--- config.mk ---
export PLATFORM = sky130hd
export DESIGN_NAME = board_mem_arbiter
export DESIGN_NICKNAME = d
export VERILOG_FILES = /design/src/rtl/board_mem_arbiter.sv
export SDC_FILE = /design/constraint.sdc
export NUM_CORES = 1
export LEC_CHECK = 0
export ABC_AREA = 1
export BUFFER_PORTS_ARGS = -buffer_cell sky130_fd_sc_hd__buf_2
export CORE_MARGIN = 2
export CORE_UTILIZATION = 40
export DETAILED_ROUTE_END_ITERATION = 6
export PLACE_DENSITY = 0.7
export RECOVER_POWER = 100
export SLEW_MARGIN = 10
export SYNTH_ARGS = -nofsm -noshare
export SYNTH_HDL_FRONTEND = slang
export SYNTH_SLANG_ARGS = --single-unit
--- constraint.sdc ---
create_clock -name CLOCK_50 -period 3.5 [get_ports CLOCK_50]
set_clock_uncertainty 0.1 [all_clocks]
set_input_delay 0.7 -clock CLOCK_50 [delete_from_list [all_inputs] [get_ports CLOCK_50]]
set_output_delay 0.7 -clock CLOCK_50 [all_outputs]
set_load 0.05 [all_outputs]
--- src/rtl/board_mem_arbiter.sv ---
// Shares board-state RAM port B between the queued keyboard write path and the
// VGA read path: reads win until a write has waited STARVE_MAX grants.
module board_mem_arbiter #(
    parameter int ADDR_W     = 12,
    parameter int DATA_W     = 32,
    parameter int WQ_DEPTH   = 4,
    parameter int RD_LATENCY = 1,
    parameter int STARVE_MAX = 8
) (
    input  logic                        CLOCK_50,
    input  logic                        resetn,
    input  logic                        wr_valid,
    input  logic [ADDR_W-1:0]           wr_addr,
    input  logic [DATA_W-1:0]           wr_data,
    output logic                        wr_ready,
    input  logic                        rd_req,
    input  logic [ADDR_W-1:0]           rd_addr,
    output logic                        rd_ready,
    output logic                        rd_valid,
    output logic [DATA_W-1:0]           rd_data,
    output logic [ADDR_W-1:0]           mem_addr,
    output logic [DATA_W-1:0]           mem_data,
    output logic                        mem_wren,
    input  logic [DATA_W-1:0]           mem_q,
    output logic [$clog2(WQ_DEPTH):0]   wq_count,
    output logic                        wq_overflow
);
    localparam int PTR_W = $clog2(WQ_DEPTH);
    localparam int CNT_W = PTR_W + 1;
    localparam int STV_W = $clog2(STARVE_MAX + 1);
    localparam logic [CNT_W-1:0] FULL_CNT   = CNT_W'(WQ_DEPTH);
    localparam logic [STV_W-1:0] STARVE_LIM = STV_W'(STARVE_MAX);

    logic [ADDR_W-1:0]     fifoAddr_q [WQ_DEPTH];
    logic [DATA_W-1:0]     fifoData_q [WQ_DEPTH];
    logic [PTR_W-1:0]      head_q, head_d;
    logic [PTR_W-1:0]      tail_q, tail_d;
    logic [CNT_W-1:0]      count_q, count_d;
    logic [STV_W-1:0]      starve_q, starve_d;
    logic [RD_LATENCY-1:0] rdPipe_q, rdPipe_d;
    logic                  overflow_q, overflow_d;

    logic empty, full, forceW, wSlot, rGrant, push;

    // A forced write blocks reads for exactly one cycle; otherwise reads always win.
    always_comb begin
        empty  = (count_q == '0);
        full   = (count_q == FULL_CNT);
        forceW = !empty && (starve_q == STARVE_LIM);
        wSlot  = resetn && !empty && (!rd_req || forceW);
        rGrant = resetn && rd_req && !forceW;
        push   = resetn && wr_valid && !full;
    end

    always_comb begin
        head_d     = head_q;
        tail_d     = tail_q;
        count_d    = count_q;
        starve_d   = starve_q;
        overflow_d = overflow_q | (wr_valid && full);
        rdPipe_d   = rdPipe_q << 1;
        rdPipe_d[0] = rGrant;

        if (push)  tail_d = tail_q + PTR_W'(1);
        if (wSlot) head_d = head_q + PTR_W'(1);

        case ({push, wSlot})
            2'b10:   count_d = count_q + CNT_W'(1);
            2'b01:   count_d = count_q - CNT_W'(1);
            default: count_d = count_q;
        endcase

        // The starve count only measures reads that overtook a waiting write.
        if (wSlot || empty)
            starve_d = '0;
        else if (rGrant && (starve_q != STARVE_LIM))
            starve_d = starve_q + STV_W'(1);
    end

    always_ff @(posedge CLOCK_50) begin
        if (!resetn) begin
            head_q     <= '0;
            tail_q     <= '0;
            count_q    <= '0;
            starve_q   <= '0;
            rdPipe_q   <= '0;
            overflow_q <= 1'b0;
        end else begin
            head_q     <= head_d;
            tail_q     <= tail_d;
            count_q    <= count_d;
            starve_q   <= starve_d;
            rdPipe_q   <= rdPipe_d;
            overflow_q <= overflow_d;
        end
    end

    always_ff @(posedge CLOCK_50) begin
        if (push) begin
            fifoAddr_q[tail_q] <= wr_addr;
            fifoData_q[tail_q] <= wr_data;
        end
    end

    assign wr_ready    = resetn && !full;
    assign rd_ready    = resetn && !forceW;
    assign mem_wren    = wSlot;
    assign mem_addr    = wSlot ? fifoAddr_q[head_q] : rd_addr;
    assign mem_data    = wSlot ? fifoData_q[head_q] : '0;
    assign rd_valid    = resetn && rdPipe_q[RD_LATENCY-1];
    assign rd_data     = rd_valid ? mem_q : '0;
    assign wq_count    = count_q;
    assign wq_overflow = overflow_q;

endmodule

== Yosys cells after proc, flatten, opt, wreduce, memory -nomap -nowiden ==
Memories as Yosys holds them, arrays and structs flattened. A register that Yosys moved wholly into a read port is not among the register bits.
Index checks and enable logic that the tools add are counted.

* Add/subtract/negate cells: 5
* Equality and inequality tests: 5
* Multiplexer cells: 10
* Bitwise operators: 2
* Reduce and logical (&&, ||, !) cells: 21

{| class="wikitable"
|+ Operators by type and width
! operator !! number
|-
| 2-to-1 mux 32 bit || 2
|-
| logical AND 1 bit || 12
|-
| 2-to-1 mux 12 bit || 1
|-
| 2-to-1 mux 2 bit || 4
|-
| case mux 3 bit (2 select lines) || 1
|-
| adder 2 x 1 -> 2 bit (second input constant) || 2
|-
| adder 4 x 1 -> 4 bit (second input constant) || 1
|-
| equality test 4 bit (second input constant) || 1
|-
| logical NOT 1 bit || 4
|-
| != test 4 bit (second input constant) || 1
|-
| adder 3 x 1 -> 3 bit (second input constant) || 1
|-
| equality test 3 bit (second input constant) || 1
|-
| logical NOT 3 bit || 1
|-
| subtractor 3 x 1 -> 3 bit (second input constant) || 1
|-
| equality test 2 x 1 -> 1 bit (second input constant) || 1
|-
| equality test 2 bit (second input constant) || 1
|-
| logical OR 1 bit || 2
|-
| 2-to-1 mux 1 bit || 2
|-
| nonzero test 2 bit || 1
|-
| OR reduction 2 bit || 1
|-
| inverter 1 bit || 1
|-
| bitwise OR 1 bit || 1
|}

* Bits in registers: 13
* Bits in writable memories: 176
* Bits of input ports: 92
* Output and inout port bits: 84
* Word-level logic and storage cells: 51
* Memories kept: 2

{| class="wikitable"
|+ Memories
! memory !! words !! width !! rd ports !! clocked after Yosys merged registers in !! write ports !! line !! text
|-
| fifoData_q || 4 || 32 || 1 || 1 || 1 || 35 || <nowiki>logic [DATA_W-1:0] fifoData_q [WQ_DEPTH];</nowiki>
|-
| fifoAddr_q || 4 || 12 || 1 || 1 || 1 || 34 || <nowiki>logic [ADDR_W-1:0] fifoAddr_q [WQ_DEPTH];</nowiki>
|}

== Depth between registers and ports, before layout ==
* Depth after elaboration: 7
* Depth in mapped cells: 15
* Mapped depth without buffers: 14

== Worst setup path after synthesis ==
No wires, ideal clock.

* Kind: reg-to-reg
* Start point: reg count_q[0], in the netlist wq_count[0]
* End point: mem fifoAddr_q[0][0] (enable)
* Library setup time: 0.446 ns
* Arrival: 2.938 ns
* Data required time: 2.954 ns
* Slack: 0.016 ns
* Stages on the path, launching flop included: 5
* Buffers on the path: 0
* Period minus slack after synthesis: 3.484 ns
* Cells stage by stage: dfxtp_1 > nor2_2 > nand2_1 > nand3_1 > nor2_1

* Longest elaborated chain between the ends: 5

{| class="wikitable"
|+ RTL lines
! element !! line !! text
|-
| start: declaration || 38 || <nowiki>logic [CNT_W-1:0] count_q, count_d;</nowiki>
|-
| start signal: assignment || 91 || <nowiki>count_q <= count_d;</nowiki>
|-
| equality test 3 bit || 48 || <nowiki>full = (count_q == FULL_CNT);</nowiki>
|-
| logical NOT 1 bit || 52 || <nowiki>push = resetn && wr_valid && !full;</nowiki>
|-
| logical AND 1 bit || 52 ||
|-
| 2-to-1 mux 1 bit || 99 || <nowiki>if (push) begin</nowiki>
|-
| 2-to-1 mux 1 bit (implied by the code) || 100 || <nowiki>fifoAddr_q[tail_q] <= wr_addr;</nowiki>
|-
| end: declaration || 34 ||
|}

No other way between the ends.

== Final worst setup path ==
* Start point: reg starve_q[0]
* End point: out mem_addr[0]

* Longest elaborated chain between the ends: 5

{| class="wikitable"
|+ RTL lines
! element !! line !! text
|-
| start: declaration || 39 || <nowiki>logic [STV_W-1:0] starve_q, starve_d;</nowiki>
|-
| start signal: assignment || 92 || <nowiki>starve_q <= starve_d;</nowiki>
|-
| equality test 4 bit || 49 || <nowiki>forceW = !empty && (starve_q == STARVE_LIM);</nowiki>
|-
| logical AND 1 bit || 49 ||
|-
| logical OR 1 bit || 50 || <nowiki>wSlot = resetn && !empty && (!rd_req || forceW);</nowiki>
|-
| logical AND 1 bit || 50 ||
|-
| 2-to-1 mux 12 bit || 108 || <nowiki>assign mem_addr = wSlot ? fifoAddr_q[head_q] : rd_addr;</nowiki>
|-
| end: declaration || 21 || <nowiki>output logic [ADDR_W-1:0] mem_addr,</nowiki>
|}

No other way between the ends.

==> impl_metrics.tcl <==
set metrics [dict create \
    synth_area_sq_um 8020 \
    avgViaCountPerCell 4.59 \
    clockRootBuffer "clkbuf_16" \
    hold_start "wq_overflow" \
    end_kind "output pin" \
    wl_per_cell_microns 14.5 \
    slew_headroom -0.174 \
    dr.pass1.iters 4 \
    timing.final.ws_setup_ps 281 \
    tightestPinTransition_ps 1750 \
    clock_latency_ps 420 \
    worstPathRequired_ps 2700 \
    numClockSinks 191 \
    synth_fp_nets 831 \
    synth_xor_area_frac 0.00109 \
    antennaDiodeCount 0 \
    io_buffer_count 175 \
    path_cells "inv_1 > ha_1 > nand2_1 > nor2_4 > nor2_4 > nor2_8 > inv_4 > nand2_1 > nand2_1 > clkbuf_2" \
    route.detailed.drc 0 \
    grt_max_degree 67 \
    synth_mux_area_frac 0 \
    synth_compound_gate_area_share 0.0850 \
    grt_overflow 0 \
    dpl_worst_slack_ps 495 \
    setup_tns_ps 0 \
    finalWeightedCongestion 0.717 \
    globalRouteMet3Util 0.0439 \
    syn_inst 731 \
    ant_nets 0 \
    peakVddDrop_mv 0.406 \
    hold_class "reg2reg" \
    area.growth.synth_to_final_pct 20.0 \
    synth_area_per_cell_sq_um 11.0 \
    vias 5409 \
    cts_buffer_depth 2 \
    antenna_found_initial 0 \
    failed_checks "max-capacitance violations, max-slew violations" \
    htreeDepth 4 \
    cts.clk_slew.worst_paths_ps 70 \
    coreArea_sq_um 19600 \
    ff2ff_path_depth 6 \
    row_count 51 \
    synthAdderAreaFrac 0.0134 \
    slew_violations 65 \
    initialDrtViolationCount 274 \
    num-fill-cells 1792 \
    slowest_stage "dfxtp_1" \
    postCtsSetupBuffers 0 \
    synth_top_family_by_area "simple AND/OR/NAND/NOR gates" \
    cts_buffers 17 \
    ys_types 27 \
    grt_pass1_vias 5393 \
    cts_resized 0 \
    ys_seq_area_frac 0.696 \
    fin_total_pwr_mw 5.13 \
    outcome "complete, but fails checks" \
    p_per_area_nw_per_um2 533 \
    r2r_slack_ps 460 \
    dp_hpwl_microns 10700 \
    setup_viol_count_final 0 \
    postSynthRegisterBits 191 \
    maxCapViolCount 3 \
    cpMostUsedCell "nand2_1" \
    min_to "wq_overflow" \
    period_needed_ps 3220 \
    cts_tree "built" \
    grt_usage 0.164 \
    final_net_count 1002 \
    worstPathMaxFanout 44 \
    crit_arrival_ps 2420 \
    period_share 0.920 \
    start_kind "flop" \
    yosys.area_share.simple 0.150 \
    r2r-start "wq_count[1]" \
    hold_violations 0 \
    wirelength_microns 17100 \
    grt_pass1_wl_microns 27000 \
    ys_warn_count 0 \
    slowest_delay_ps 380 \
    hold_buffers 0 \
    grt.busiest_layer "met2" \
    grt_setup_unrepaired "false" \
    io_pins 176 \
    initial_core_util 0.410 \
    path_class "reg2out" \
    hold-path-cell-count 2 \
    die-height_microns 146 \
    die_width_microns 146 \
    met2_usage 0.294 \
    clock.fmax_mhz 311 \
    r2r_end "fifoData_q[3][19]" \
    leakage_nw 3.68 \
    grt_use_met1 0.195 \
    die-area_sq_um 21200 \
    drive_gt1_frac 0.164 \
]
[worst max-delay path: cells and delay by family, from the launching register on]
family / cells / cell delay, ps
flops: 1 / 380
buf+inv: 3 / 710
simple gates: 6 / 600
fa+ha+maj: 1 / 210
[registers in the layout (all words and copies together) (netlist names), named ones only]
name	flops
head_q	2
starve_q	4
wq_count	3
fifoData_q	128
wq_overflow	1
tail_q	2
rdPipe_q	1
fifoAddr_q	48
[Yosys cell counts]
cell type | number | area [sq um]
a21oi_1 | 30 | 150
a21oi_2 | 8 | 70.1
a31oi_1 | 1 | 6.26
buf_2 | 13 | 65.1
buf_4 | 4 | 30.0
buf_6 | 6 | 67.6
clkbuf_1 | 12 | 45.0
clkbuf_2 | 2 | 10.0
dfxtp_1 | 15 | 300
edfxtp_1 | 176 | 5290
fa_1 | 1 | 20.0
ha_1 | 7 | 87.6
inv_1 | 55 | 206
inv_2 | 2 | 7.51
inv_4 | 1 | 6.26
nand2_1 | 64 | 240
nand2_2 | 3 | 18.8
nand3_1 | 7 | 35.0
nor2_1 | 226 | 848
nor2_2 | 1 | 6.26
nor2_4 | 2 | 22.5
nor2_8 | 1 | 20.0
nor3_1 | 1 | 5.00
o21ai_0 | 78 | 390
o21ai_1 | 13 | 65.1
or2_2 | 1 | 6.26
xor2_1 | 1 | 8.76
[worst max-delay path by stage]
| stage | start | endpoint | slack (ps) |
|---|---|---|---|
| after global routing | starve_q[0] | mem_addr[0] | 100 |
| final | starve_q[0] | mem_addr[0] | 280 |
| after floorplan | wq_count[0] | fifoAddr_q[0][0] | 20 |
| after CTS | starve_q[0] | mem_data[24] | 250 |
| after global placement | resetn | mem_data[24] | 550 |
| after detailed placement | resetn | mem_data[24] | 490 |
[cell type report]
type,instances,area (sq um),share of cell area
tap,265,332,0.0344
sequential,191,5590,0.581
timing repair buffer,189,876,0.0910
clock buffer,18,429,0.0446
clock inverter,13,163,0.0169
multi-input combinational,445,2020,0.210
inverter,58,220,0.0229
[cells by family (layout without fill, tap and decap cells)]
logic type	Yosys count	after routing
AND/OR/NAND/NOR	306	306
flip-flops	191	191
AO/OA/AOI/OAI	130	130
adder cells (fa/ha/maj)	8	8
buffers and inverters	95	278
XOR/XNOR	1	1
[layer usage]
| metal | up-vias | routed length [microns] |
|---|---|---|
| li1 | 2782 | - |
| met1 | 2467 | 7330 |
| met2 | 143 | 8630 |
| met3 | 17 | 923 |
| met4 | 0 | 221 |
| met5 | - | 0 |
[through the flow]
step	hold slack [ps]	util	cell area (sq um)	instances
3_3_place_gp	341	0.469	9180	1148
5_1_grt	392	0.491	9630	1179
3_5_place_dp	347	0.469	9180	1148
2_1_floorplan	330	-	8020	731
4_1_cts	357	0.499	9770	1179
6_report	355	0.491	9630	1179
[cells in the final DEF (no fill, tap or decap), drive strengths merged, types with 2 or more instances in the layout]
cell type  netlist  final
a21oi           38     38
buf             23     54
bufinv           0      3
clkbuf          14    153
clkinv           0      2
clkinvlp         0      5
dfxtp           15     15
edfxtp         176    176
ha               7      7
inv             58     61
nand2           67     67
nand3            7      7
nor2           230    230
o21ai           91     91
[report_power, final]
| group | switching, mW | total, mW | internal (mW) |
|---|---|---|---|
| Sequential | 0.0284 | 2.59 | 2.56 |
| Clock | 0.796 | 1.92 | 1.12 |
| Combinational | 0.476 | 0.628 | 0.152 |
No activity file was read; power rests on OpenSTA's default activity.
